==> config.mk <==
export PLATFORM = sky130hd
export DESIGN_NAME = serial_adder_flat
export DESIGN_NICKNAME = d
export VERILOG_FILES = /design/src/rtl/serial_adder_pkg.sv /design/src/rtl/serial_adder_if.sv /design/src/rtl/serial_adder_fa_bit.sv /design/src/rtl/serial_adder.sv /design/src/flat_wrapper.sv
export SDC_FILE = /design/constraint.sdc
export NUM_CORES = 1
export LEC_CHECK = 0
export ABC_AREA = 0
export CORE_ASPECT_RATIO = 0.7
export CORE_UTILIZATION = 57
export CTS_BUF_LIST = sky130_fd_sc_hd__clkbuf_2 sky130_fd_sc_hd__clkbuf_4 sky130_fd_sc_hd__clkbuf_8
export DETAILED_ROUTE_END_ITERATION = 12
export HOLD_SLACK_MARGIN = 0.12
export PLACE_DENSITY = 0.88
export SYNTH_ARGS = -nofsm -noshare
export SYNTH_HDL_FRONTEND = slang
export SYNTH_SLANG_ARGS = --single-unit
==> constraint.sdc <==
create_clock -name clk -period 3.1 [get_ports clk]
set_input_delay 0.62 -clock clk [delete_from_list [all_inputs] [get_ports clk]]
set_output_delay 0.62 -clock clk [all_outputs]
set_load 0.05 [all_outputs]
==> src/rtl/serial_adder_pkg.sv <==
// Shared types for the serial adder: FSM state encoding.
package serial_adder_pkg;

  typedef enum logic [1:0] {
    IDLE = 2'd0,
    RUN  = 2'd1,
    DONE = 2'd2
  } state_e;

endpackage

==> src/rtl/serial_adder_if.sv <==
// Start/busy/done handshake and operand/result bus of the serial adder.
// The sub request signal exists only when SERIAL_ADDER_SUB_EN is defined.
interface serial_adder_if #(
  parameter int unsigned WIDTH = 8
) ();

  logic             start;
  logic [WIDTH-1:0] a;
  logic [WIDTH-1:0] b;
  logic             cin;
`ifdef SERIAL_ADDER_SUB_EN
  logic             sub;
`endif
  logic             busy;
  logic             done;
  logic [WIDTH-1:0] sum;
  logic             cout;
  logic             ovf;

`ifdef SERIAL_ADDER_SUB_EN
  modport master (output start, a, b, cin, sub, input busy, done, sum, cout, ovf);
  modport slave  (input start, a, b, cin, sub, output busy, done, sum, cout, ovf);
`else
  modport master (output start, a, b, cin, input busy, done, sum, cout, ovf);
  modport slave  (input start, a, b, cin, output busy, done, sum, cout, ovf);
`endif

endinterface

==> src/rtl/serial_adder_fa_bit.sv <==
// One-bit full adder cell; chained to form the per-slice ripple datapath.
module fa_bit (
  input  logic a_i,
  input  logic b_i,
  input  logic ci_i,
  output logic s_o,
  output logic co_o
);

  assign s_o  = a_i ^ b_i ^ ci_i;
  assign co_o = (a_i & b_i) | (ci_i & (a_i ^ b_i));

endmodule

==> src/rtl/serial_adder.sv <==
// Multi-cycle adder: WIDTH-bit operands processed BITS_PER_CYCLE bits per clock, LSB slice first.
// Optional subtract mode is enabled by defining SERIAL_ADDER_SUB_EN.
module serial_adder
  import serial_adder_pkg::*;
#(
  parameter int unsigned WIDTH          = 8,
  parameter int unsigned BITS_PER_CYCLE = 1
) (
  input  logic          clk,
  input  logic          rst,
  serial_adder_if.slave bus
);

  localparam int unsigned K     = BITS_PER_CYCLE;
  localparam int unsigned STEPS = WIDTH / BITS_PER_CYCLE;
  localparam int unsigned CW    = (STEPS > 1) ? $clog2(STEPS) : 1;

  if (WIDTH % BITS_PER_CYCLE != 0) begin : g_bad_cfg
    $error("serial_adder: BITS_PER_CYCLE must divide WIDTH");
  end

  state_e           state_q, state_d;
  logic [WIDTH-1:0] a_q, a_d, b_q, b_d;
  logic [WIDTH-1:0] sum_sh_q, sum_sh_d;
  logic [WIDTH-1:0] sum_q, sum_d;
  logic             carry_q, carry_d;
  logic [CW-1:0]    cnt_q, cnt_d;
  logic             cout_q, cout_d, ovf_q, ovf_d;
  logic             done_q, done_d, busy_q, busy_d;

  logic [K-1:0]       slice_c;
  logic [WIDTH+K-1:0] shifted_c;
  logic               chain_co_c, chain_msb_ci_c;

  // Ripple chain across the low K bits; each stage owns its carry signals.
  for (genvar gi = 0; gi < int'(K); gi++) begin : g_bit
    logic ci, co, s;
    if (gi == 0) begin : g_first
      assign ci = carry_q;
    end else begin : g_next
      assign ci = g_bit[gi-1].co;
    end
    fa_bit u_fa (
      .a_i  (a_q[gi]),
      .b_i  (b_q[gi]),
      .ci_i (ci),
      .s_o  (s),
      .co_o (co)
    );
    assign slice_c[gi] = s;
  end

  assign chain_co_c     = g_bit[K-1].co;
  assign chain_msb_ci_c = g_bit[K-1].ci;
  assign shifted_c      = {slice_c, sum_sh_q} >> K;

  always_ff @(posedge clk or posedge rst) begin
    if (rst) begin
      state_q  <= IDLE;
      a_q      <= '0;
      b_q      <= '0;
      sum_sh_q <= '0;
      sum_q    <= '0;
      carry_q  <= 1'b0;
      cnt_q    <= '0;
      cout_q   <= 1'b0;
      ovf_q    <= 1'b0;
      done_q   <= 1'b0;
      busy_q   <= 1'b0;
    end else begin
      state_q  <= state_d;
      a_q      <= a_d;
      b_q      <= b_d;
      sum_sh_q <= sum_sh_d;
      sum_q    <= sum_d;
      carry_q  <= carry_d;
      cnt_q    <= cnt_d;
      cout_q   <= cout_d;
      ovf_q    <= ovf_d;
      done_q   <= done_d;
      busy_q   <= busy_d;
    end
  end

  always_comb begin
    state_d  = state_q;
    a_d      = a_q;
    b_d      = b_q;
    sum_sh_d = sum_sh_q;
    sum_d    = sum_q;
    carry_d  = carry_q;
    cnt_d    = cnt_q;
    cout_d   = cout_q;
    ovf_d    = ovf_q;
    done_d   = 1'b0;
    busy_d   = busy_q;
    case (state_q)
      IDLE: begin
        if (bus.start) begin
          a_d     = bus.a;
          b_d     = bus.b;
          carry_d = bus.cin;
`ifdef SERIAL_ADDER_SUB_EN
          // a - b computed as a + ~b + 1
          if (bus.sub) begin
            b_d     = ~bus.b;
            carry_d = 1'b1;
          end
`endif
          cnt_d   = '0;
          busy_d  = 1'b1;
          state_d = RUN;
        end
      end
      RUN: begin
        a_d      = a_q >> K;
        b_d      = b_q >> K;
        carry_d  = chain_co_c;
        cnt_d    = cnt_q + CW'(1);
        sum_sh_d = shifted_c[WIDTH-1:0];
        if (cnt_q == CW'(STEPS - 1)) begin
          sum_d   = shifted_c[WIDTH-1:0];
          cout_d  = chain_co_c;
          ovf_d   = chain_co_c ^ chain_msb_ci_c;
          done_d  = 1'b1;
          state_d = DONE;
        end
      end
      DONE: begin
        busy_d  = 1'b0;
        state_d = IDLE;
      end
      default: begin
        busy_d  = 1'b0;
        state_d = IDLE;
      end
    endcase
  end

  assign bus.busy = busy_q;
  assign bus.done = done_q;
  assign bus.sum  = sum_q;
  assign bus.cout = cout_q;
  assign bus.ovf  = ovf_q;

endmodule

==> src/flat_wrapper.sv <==
// flat-port wrapper written by rule: the top's interface ports become plain ports
module serial_adder_flat import serial_adder_pkg::*;
#(
  parameter int unsigned WIDTH          = 8,
  parameter int unsigned BITS_PER_CYCLE = 1
)
  (clk, rst, bus_start, bus_a, bus_b, bus_cin, bus_busy, bus_done, bus_sum, bus_cout, bus_ovf);
  serial_adder_if #(.WIDTH(WIDTH)) bus_i ();
  input  logic clk;
  input  logic rst;
  input wire logic [$bits(bus_i.start)-1:0] bus_start;
  input wire logic [$bits(bus_i.a)-1:0] bus_a;
  input wire logic [$bits(bus_i.b)-1:0] bus_b;
  input wire logic [$bits(bus_i.cin)-1:0] bus_cin;
  output wire logic [$bits(bus_i.busy)-1:0] bus_busy;
  output wire logic [$bits(bus_i.done)-1:0] bus_done;
  output wire logic [$bits(bus_i.sum)-1:0] bus_sum;
  output wire logic [$bits(bus_i.cout)-1:0] bus_cout;
  output wire logic [$bits(bus_i.ovf)-1:0] bus_ovf;
  assign bus_i.start = bus_start;
  assign bus_i.a = bus_a;
  assign bus_i.b = bus_b;
  assign bus_i.cin = bus_cin;
  assign bus_busy = bus_i.busy;
  assign bus_done = bus_i.done;
  assign bus_sum = bus_i.sum;
  assign bus_cout = bus_i.cout;
  assign bus_ovf = bus_i.ovf;
  serial_adder #(.WIDTH(WIDTH), .BITS_PER_CYCLE(BITS_PER_CYCLE)) u_core (.clk(clk), .rst(rst), .bus(bus_i));
endmodule
After elaboration in Yosys (flattened, before gate mapping)
Cells that the tools add are included.
{"block": "op_classes", "add_sub_neg": 1, "n_bitwise": 7, "n_reduce_logical": 6, "muxes": 15, "eq_ne": 4}
{"operator": "$pmux 8 s2", "count": 2}
{"operator": "$mux 8", "count": 2}
{"operator": "$reduce_and 2->1", "count": 4}
{"operator": "$pmux 3 s2", "count": 1}
{"operator": "$mux 1", "count": 4}
{"operator": "$mux 2", "count": 2}
{"operator": "$pmux 1 s2", "count": 2}
{"operator": "$pmux 2 s2", "count": 1}
{"operator": "$add 3x1->3 const B", "count": 1}
{"operator": "$eq 3x3->1 const B", "count": 1}
{"operator": "$mux 3", "count": 1}
{"operator": "$xor 1x1->1", "count": 3}
{"operator": "$and 1x1->1", "count": 2}
{"operator": "$eq 2x1->1 const B", "count": 1}
{"operator": "$logic_not 2->1", "count": 1}
{"operator": "$ne 2x1->1 const B", "count": 1}
{"operator": "$ne 2x2->1 const B", "count": 1}
{"operator": "$reduce_bool 2->1", "count": 1}
{"operator": "$not 1->1", "count": 1}
{"operator": "$or 1x1->1", "count": 1}
{"block": "totals", "wordCells": 44, "regBits": 42, "output_inout_bits": 12}

Longest topological paths before layout
Gate-level depths: netlist of the first run.
{"block": "depth", "ltp_word": 4, "ltp_mapped": 6, "depth_no_buf": 5}

Cells and area by module
Synthesis of the first run repeated with hierarchy kept, for this count alone.
{"block": "unflattened", "hier_cells": 131, "area_unflattened_um2": 1762.9}
{"module": "serial_adder", "n_inst": 1, "seq_area_each_um2": 1026.0, "area_per_inst_um2": 1742.9, "cells_each": 130}
{"module": "fa_bit", "n_inst": 1, "seq_area_each_um2": 0.0, "area_per_inst_um2": 20.0, "cells_each": 1}

Worst setup path after synthesis of the first run
OpenSTA, ideal clock, no wires.
{"block": "synth_path", "path_kind": "register to register", "startpoint": "reg u_core.cnt_q[0]", "endpoint": "reg u_core.cout_q (netlist: u_core.bus.cout)", "setup_time_ps": 125, "stages_incl_launch_ff": 6, "t_arrival_ps": 1391, "path_slack_ps": 1584, "cell_sequence": "dfrtp_1 -> ha_1 -> ha_1 -> nand3b_1 -> buf_4 -> mux2_2"}
{"block": "synth_between", "elab_chain_cells": 2}
{"item": "start, declared", "line_no": "serial_adder.sv:27", "text": "logic [CW-1:0] cnt_q, cnt_d;"}
{"item": "start signal, assigned", "line_no": "serial_adder.sv:77", "text": "cnt_q <= cnt_d;"}
{"item": "$eq 3x3->1", "line_no": "serial_adder.sv:121", "text": "if (cnt_q == CW'(STEPS - 1)) begin"}
{"item": "$reduce_and 2->1 (no source line)"}
{"item": "end signal, assigned", "line_no": "serial_adder.sv:78", "text": "cout_q <= cout_d;"}
{"item": "end, declared", "line_no": "serial_adder.sv:28", "text": "logic cout_q, cout_d, ovf_q, ovf_d;"}
No other way between the ends.
A chain may end at the register's enable or synchronous reset.

Worst setup path after layout of the first run
{"block": "layout_path", "startpoint": "reg u_core.busy_q (netlist: u_core.bus.busy)", "endpoint": "out bus_busy"}
{"item": "start, declared", "line_no": "serial_adder.sv:29", "text": "logic done_q, done_d, busy_q, busy_d;"}
{"item": "start signal, assigned", "line_no": "serial_adder.sv:81", "text": "busy_q <= busy_d;"}
{"item": "end, declared", "line_no": "flat_wrapper.sv:15", "text": "output wire logic [$bits(bus_i.busy)-1:0] bus_busy;"}
No word-level cell between the ends.

==> results of run 1 <==
## flip-flops by register name, summed over array words and instances (netlist names)
signal           flops
u_core.bus.sum       8
u_core.sum_sh_q      7
u_core.bus.busy      1
u_core.cnt_q         3
u_core.carry_q       1
u_core.state_q       2
u_core.bus.done      1
u_core.b_q           8
u_core.bus.ovf       1
u_core.bus.cout      1
u_core.a_q           8
## final cells by class
cell class	count	area (sq um)
Clock inverter	1	8.76
Tap cell	36	45.0
Inverter	6	22.5
Clock buffer	7	96.3
Timing Repair Buffer	33	325
Fill cell	176	693
Multi-Input combinational cell	87	626
Sequential cell	41	1030
## report_power, final
group | internal (uW) | switching [uW]
registers | 788 | 190
logic | 458 | 597
clock network | 205 | 188
## placed cells by master (no fill, tap or decap)
cell type | synthesis | final
sky130_fd_sc_hd__nor2_1 | 4 | 4
sky130_fd_sc_hd__o221a_2 | 1 | 1
sky130_fd_sc_hd__a21oi_1 | 16 | 16
sky130_fd_sc_hd__fa_1 | 1 | 1
sky130_fd_sc_hd__clkbuf_8 | 0 | 7
sky130_fd_sc_hd__inv_6 | 0 | 1
sky130_fd_sc_hd__o21ai_0 | 8 | 8
sky130_fd_sc_hd__o32ai_1 | 1 | 1
sky130_fd_sc_hd__xnor2_1 | 1 | 1
sky130_fd_sc_hd__inv_1 | 6 | 6
sky130_fd_sc_hd__nand2b_1 | 2 | 2
sky130_fd_sc_hd__a22o_1 | 2 | 2
sky130_fd_sc_hd__or4b_1 | 1 | 1
sky130_fd_sc_hd__nand3b_1 | 1 | 1
sky130_fd_sc_hd__nor2b_1 | 1 | 1
sky130_fd_sc_hd__mux2_2 | 16 | 16
sky130_fd_sc_hd__o22ai_1 | 26 | 26
sky130_fd_sc_hd__nand2b_2 | 1 | 1
sky130_fd_sc_hd__clkdlybuf4s50_1 | 0 | 31
sky130_fd_sc_hd__nand2_1 | 3 | 3
sky130_fd_sc_hd__buf_4 | 1 | 2
sky130_fd_sc_hd__dfrtp_1 | 41 | 41
sky130_fd_sc_hd__ha_1 | 2 | 2
## worst paths after layout
kind | from | to | slack (ps) | cells after the start
min in group asynchronous | rst | u_core.bus.cout | 750 | 3
hold / removal | u_core.bus.ovf | u_core.bus.ovf | 490 | 2
max in group asynchronous | rst | u_core.bus.sum[4] | 2000 | 3
setup / recovery | u_core.bus.busy | bus_busy | 1000 | 1
hold reg to reg | u_core.bus.ovf | u_core.bus.ovf | 490 | 2
setup reg to reg | u_core.cnt_q[0] | u_core.bus.sum[2] | 1270 | 4
## cell families after synthesis
group | Yosys count
adders and majority gates | 3
muxes | 16
DFF | 41
xor gates and xnor gates | 1
AOI/OAI and AO/OA | 54
and+or+nand+nor | 13
buffers and inverters | 16
## routing by layer
metal | global-route usage, % | up-vias
met1 | 29.9 | 619
met3 | 8.64 | 4
li1 | - | 591
met2 | 37.6 | 45
met5 | 0 | -
met4 | 7.08 | 0
## per-stage QoR
stage / instance area (sq um) / utilization (%) / hold WS (ps)
floorplan: 1740 / - / 460
global placement: 2040 / 71.9 / 462
detailed placement: 2040 / 71.9 / 476
CTS: 2150 / 75.6 / 493
global route: 2150 / 75.6 / 531
finish: 2150 / 75.6 / 485
==> impl_results.md, run 1 <==
- Effective utilization at floorplan: between 60% and 70%
- Die Y: 48.2 microns
- Worst Setup Slack, final: 1000 ps
- Max Freq: approximately 480 MHz
- Number of DRC violations after detailed routing: 0
- Primary FF master, synth: sky130_fd_sc_hd__dfrtp_1
- Maximum number of pins on one net before global-route repair: 42
- Worst Setup End Kind: primary output
- Ratio of total power to cell area: 1130 mW/mm^2
- Synth async-reset ratio: 100%
- Clock transition at the registers of the reported paths: approximately 80 ps
- Area fraction in compound gates after synthesis: between 10% and 20%
- Synth warnings: 0
- Number of buffers added for setup after CTS: 0
- Sum of buffers and inverters on the critical path: 1
- Post-Route Skew: about 12 ps
- Actual transition at the worst max-transition pin: between 500 and 600 ps
- Delay-heaviest family, CP: buffers and inverters
- Finished Layout Cells: 211
- Total negative slack: 0 ps
- Period utilization: 67.7%
- Post-synth EDFFs: 0
- I/O pin count: 32
- Setup repair after global routing missed its margin: no
- DIE WIDTH: 68.0 microns
- Count of antenna diodes in the layout: 0
- Synthesized netlist net count: approximately 170
- Minimum period implied by the final worst setup slack: ~2100 ps
- Maximum clock path buffer count: 2
- Via density: 5.97
- Cell taking the most area after synthesis: sky130_fd_sc_hd__dfrtp_1
- Data required time at the worst endpoint: 2480 ps
- Status: finished, final reports clean
- CP cell instances: clkdlybuf4s50_1
- CTS tree: built
- Final Routed Wirelength: 3550 microns
- All-Layer GR Usage: between 20% and 30%
- Post-CTS Hold Fix Bufs: 0
- Top cells by instance count after synthesis: sky130_fd_sc_hd__dfrtp_1 (41), sky130_fd_sc_hd__o22ai_1 (26), sky130_fd_sc_hd__a21oi_1 (16), sky130_fd_sc_hd__mux2_2 (16), sky130_fd_sc_hd__o21ai_0 (8)
- Worst skew pair latency: 300 ps
- Initial antenna violation count: 0
- Number of maximum-capacitance violations: 0
- Post-synthesis xor/xnor area fraction: less than 1%
- Number of sinks on the clock net: a little over 40
- Routed Antenna Nets: 0
- Register area share after synthesis: between 50 and 60%
- Master cell of the clock root buffer: sky130_fd_sc_hd__clkbuf_8
- Met1 routed wirelength after detailed routing: 1560 microns
- Delay of the slowest cell on the worst path: 810 ps
- Total met2 wirelength after detailed routing: 1740 microns
- HPWL after detailed placement: ~2300 microns
- First-iteration detailed-routing DRC count: 102
- PostCTS Resize Cnt: 0
- Post-synthesis cell area: 0.00174 sq mm
- Area share of the largest cell type after synthesis: 59.0%
- Count of state elements after synthesis: 41
- Max stage delay cell, worst path: sky130_fd_sc_hd__clkdlybuf4s50_1
- Count of port buffers added during placement: 31
- Post-synthesis instance total: 144
- Count of pins over their slew limit: 0
- Maximum fanout encountered on the critical timing path: 2
- Hold Violations, Final: 0
- Worst hold path class: register to register
- Routed length on met3: between 200 and 250 microns
- Via count of the first global-routing pass: 1099
- Total die area: 0.00328 sq mm
- Wire length of the first global-routing pass: approximately 5100 microns
- Syn_area_per_cell: 12.1 sq um
- Fraction of the mapped netlist area in adder cells: 2.59%
- Worst voltage drop across the vdd grid: 0.695 mV
- Share of cell area taken by muxes after synthesis: 10.4%
- Max-slew headroom: 59.9%
- Instance count after placement with tap cells included: between 200 and 250
- WS Path Type: register to primary output
- Routed wirelength normalized by instance count: ~17 microns
- Final setup fails: 0
- Worst setup slack after placement: 1020 ps
- Data arrival time of the worst path: 1480 ps
- Maximum level of the CTS H-tree: 2
- Most frequent cell after synthesis: sky130_fd_sc_hd__dfrtp_1
- Combinational family with the most area after synthesis: compound AO/OA/AOI/OAI gates
- Ratio of cells with drive above 1 in the final layout: ~16%
- GRT overflow: 0
- Design Power: 2430 uW
- Biggest area contributors in the synthesized netlist: sky130_fd_sc_hd__dfrtp_1 (59%), sky130_fd_sc_hd__mux2_2 (10%), sky130_fd_sc_hd__o22ai_1 (9.4%)
- Initial DRT Pass Iterations: 4
- Num CTS Buffers: 5
- Core Rows: 16
- Number of different library cells in the post-synthesis netlist: 23
- Gp weighted congestion: 0.782
- Total via count in the routed design: 1259
- Leakage: about 0.0009 uW
- Startpoint type of the worst setup path: register
- Layout Nets: 197
- Top layer used by detailed routing: met4
- Total core area: 0.00284 sq mm
- Area fraction in and, or, nand and nor cells after synthesis: 4.10%
- Area delta synth->final: 23.7%
(Power assumes the default switching activity.)
==> run 2: changes to the inputs <==
CORE_UTILIZATION = 53   (was 57)
PLACE_DENSITY = 0.83   (was 0.88)
clock period = 2.1 ns   (was 3.1 ns; I/O delays follow)
==> run 2 against run 1 <==
Against the previous run:
- routed wire length down 2.3%
- core utilization down 1.6 points
- global-route usage down 0.79 points
- sequential share of layout area down 0.66 points
- sequential power up 47%
- die area up 7.3%
- clock skew down 6.0 ps
- final cell count up 0.95%
- critical endpoint is now bus_sum[7]
- highest routed layer unchanged
==> impl_results.md, run 2 (synthesized netlist as in run 1, its figures left out) <==
- Status: finished, final reports clean
- Finished Layout Cells: 213
- Total negative slack: 0 ps
- Most frequent standard cell in the layout excluding fill and tap cells: sky130_fd_sc_hd__dfrtp_1
- Minimum period implied by the final worst setup slack: 1890 ps
- Startpoint type of the worst setup path: register
- Sum of buffers and inverters on the critical path: 1
- Setup repair after global routing missed its margin: no
- Num CTS Buffers: 5
- Launch instance of the worst register-to-register path: u_core.state_q[1]
- Capture instance of the worst register-to-register path: u_core.sum_sh_q[6]
- Post-CTS Hold Fix Bufs: 0
- Delay of the slowest cell on the worst path: 810 ps
- Master cell of the clock root buffer: sky130_fd_sc_hd__clkbuf_8
- Routed wirelength normalized by instance count: 16.3 microns
- Worst setup slack after placement: ~220 ps
- Fraction of met3 tracks used by global routing: approximately 5.5%
- Worst skew pair latency: 290 ps
- CP cell instances: clkdlybuf4s50_1
- Total core area: around 0.0029 sq mm
- Max stage delay cell, worst path: sky130_fd_sc_hd__clkdlybuf4s50_1
- Area delta synth->final: 25.4%
- Instance count after placement with tap cells included: 205
- Die Y: 49.9 microns
- Most Used Layer, Global Route: met2
- CTS tree: built
- Count of port buffers added during placement: 31
- Number of sinks on the clock net: 41
- First-iteration detailed-routing DRC count: 68
- Wire length of the first global-routing pass: 5950 microns
- Total die area: 0.00352 sq mm
- Core Rows: 16
- Worst Setup Slack, final: 214 ps
- Fraction of met1 tracks used by global routing: 28.0%
- Max Freq: 530 MHz
- Routed Antenna Nets: 0
- Design Power: 3650 uW
- Leakage: 0.000922 uW
- Initial DRT Pass Iterations: 4
- Number of maximum-capacitance violations: 0
- Final Routed Wirelength: between 3000 and 4000 microns
- DIE WIDTH: 70.4 microns
- GRT overflow: 0
- Commonest cells after routing, fill and taps aside: sky130_fd_sc_hd__dfrtp_1 (41), sky130_fd_sc_hd__clkdlybuf4s50_1 (31), sky130_fd_sc_hd__o22ai_1 (26)
- Max-slew headroom: 65.2%
- Launch point of the worst hold path: u_core.bus.ovf
- Number of DRC violations after detailed routing: 0
- Delay-heaviest family, CP: buffers and inverters
- Data arrival time of the worst path: 1470 ps
- Hold endpoint: u_core.bus.ovf
- Data required time at the worst endpoint: 1680 ps
- Count of pins over their slew limit: 0
- PostCTS Resize Cnt: 0
- Setup slack of the most critical reg-to-reg path: about 490 ps
- Maximum fanout encountered on the critical timing path: 2
- Number of cells on the worst reg-to-reg path: 2
- Maximum number of pins on one net before global-route repair: 42
- Count of antenna diodes in the layout: 0
- GR met2 Demand/Resource: around 38%
- Ratio of total power to cell area: 1670 mW/mm^2
- HPWL after detailed placement: 2260 microns
- Worst hold path class: register to register
- Gp weighted congestion: around 0.76
- All-Layer GR Usage: 22.5%
- Total via count in the routed design: 1255
- Actual transition at the worst max-transition pin: 521 ps
- Period utilization: 89.8%
- Worst voltage drop across the vdd grid: 0.707 mV
- Number of cells on the worst hold path: 2
- Ratio of cells with drive above 1 in the final layout: between 10% and 20%
- Effective utilization at floorplan: just under 60%
- Layout Nets: 199
- Number of buffers added for setup after CTS: 0
- Via density: 5.89
- Post-Route Skew: 5.83 ps
- Final setup fails: 0
- Initial antenna violation count: 0
- WS Path Type: register to primary output
- Hold Violations, Final: 0
- Via count of the first global-routing pass: 1278
- Maximum clock path buffer count: 2
- Maximum level of the CTS H-tree: 2
- Worst Setup End Kind: primary output
- Clock transition at the registers of the reported paths: 80 ps
- I/O pin count: 32
-- run 2: cell type report --
type                       count  area, sq um
fill                         197          763
multi-input combinational     87          626
inverter                       6         22.5
tap                           36         45.0
timing repair buffer          35          340
clock buffer                   6         82.6
clock inverter                 2         37.5
sequential                    41         1030
-- run 2: worst max-delay path by stage --
stage / start / to / slack, ps / cells past startpoint
floorplan: u_core.cnt_q[0] / u_core.bus.cout / 580 / 5
global placement: bus_start / u_core.a_q[6] / 260 / 3
detailed placement: bus_start / u_core.a_q[6] / 220 / 3
CTS: u_core.bus.done / bus_done / 200 / 1
global route: u_core.bus.cout / bus_cout / 180 / 1
finish: u_core.bus.sum[7] / bus_sum[7] / 210 / 1
-- run 2: report_power, final --
part | internal, uW | total, uW | leakage (uW) | switching [uW]
Combinational | 677 | 1550 | 0.000377 | 870
Clock | 386 | 658 | 0.0000574 | 271
Sequential | 1160 | 1440 | 0.000487 | 277
-- run 2: metrics by stage --
step           hold slack, ps  area, sq um  util (%)
2_1_floorplan             460         1740         -
4_1_cts                   492         2180      74.1
6_report                  484         2180      74.1
3_3_place_gp              464         2060      70.0
3_5_place_dp              469         2060      70.0
5_1_grt                   528         2180      74.1
-- run 2: layer usage --
metal / share of wire (%) / wire length, microns
met5: 0 / 0
met4: 1.4 / 48
met3: 3.9 / 137
met2: 49 / 1690
met1: 46 / 1590
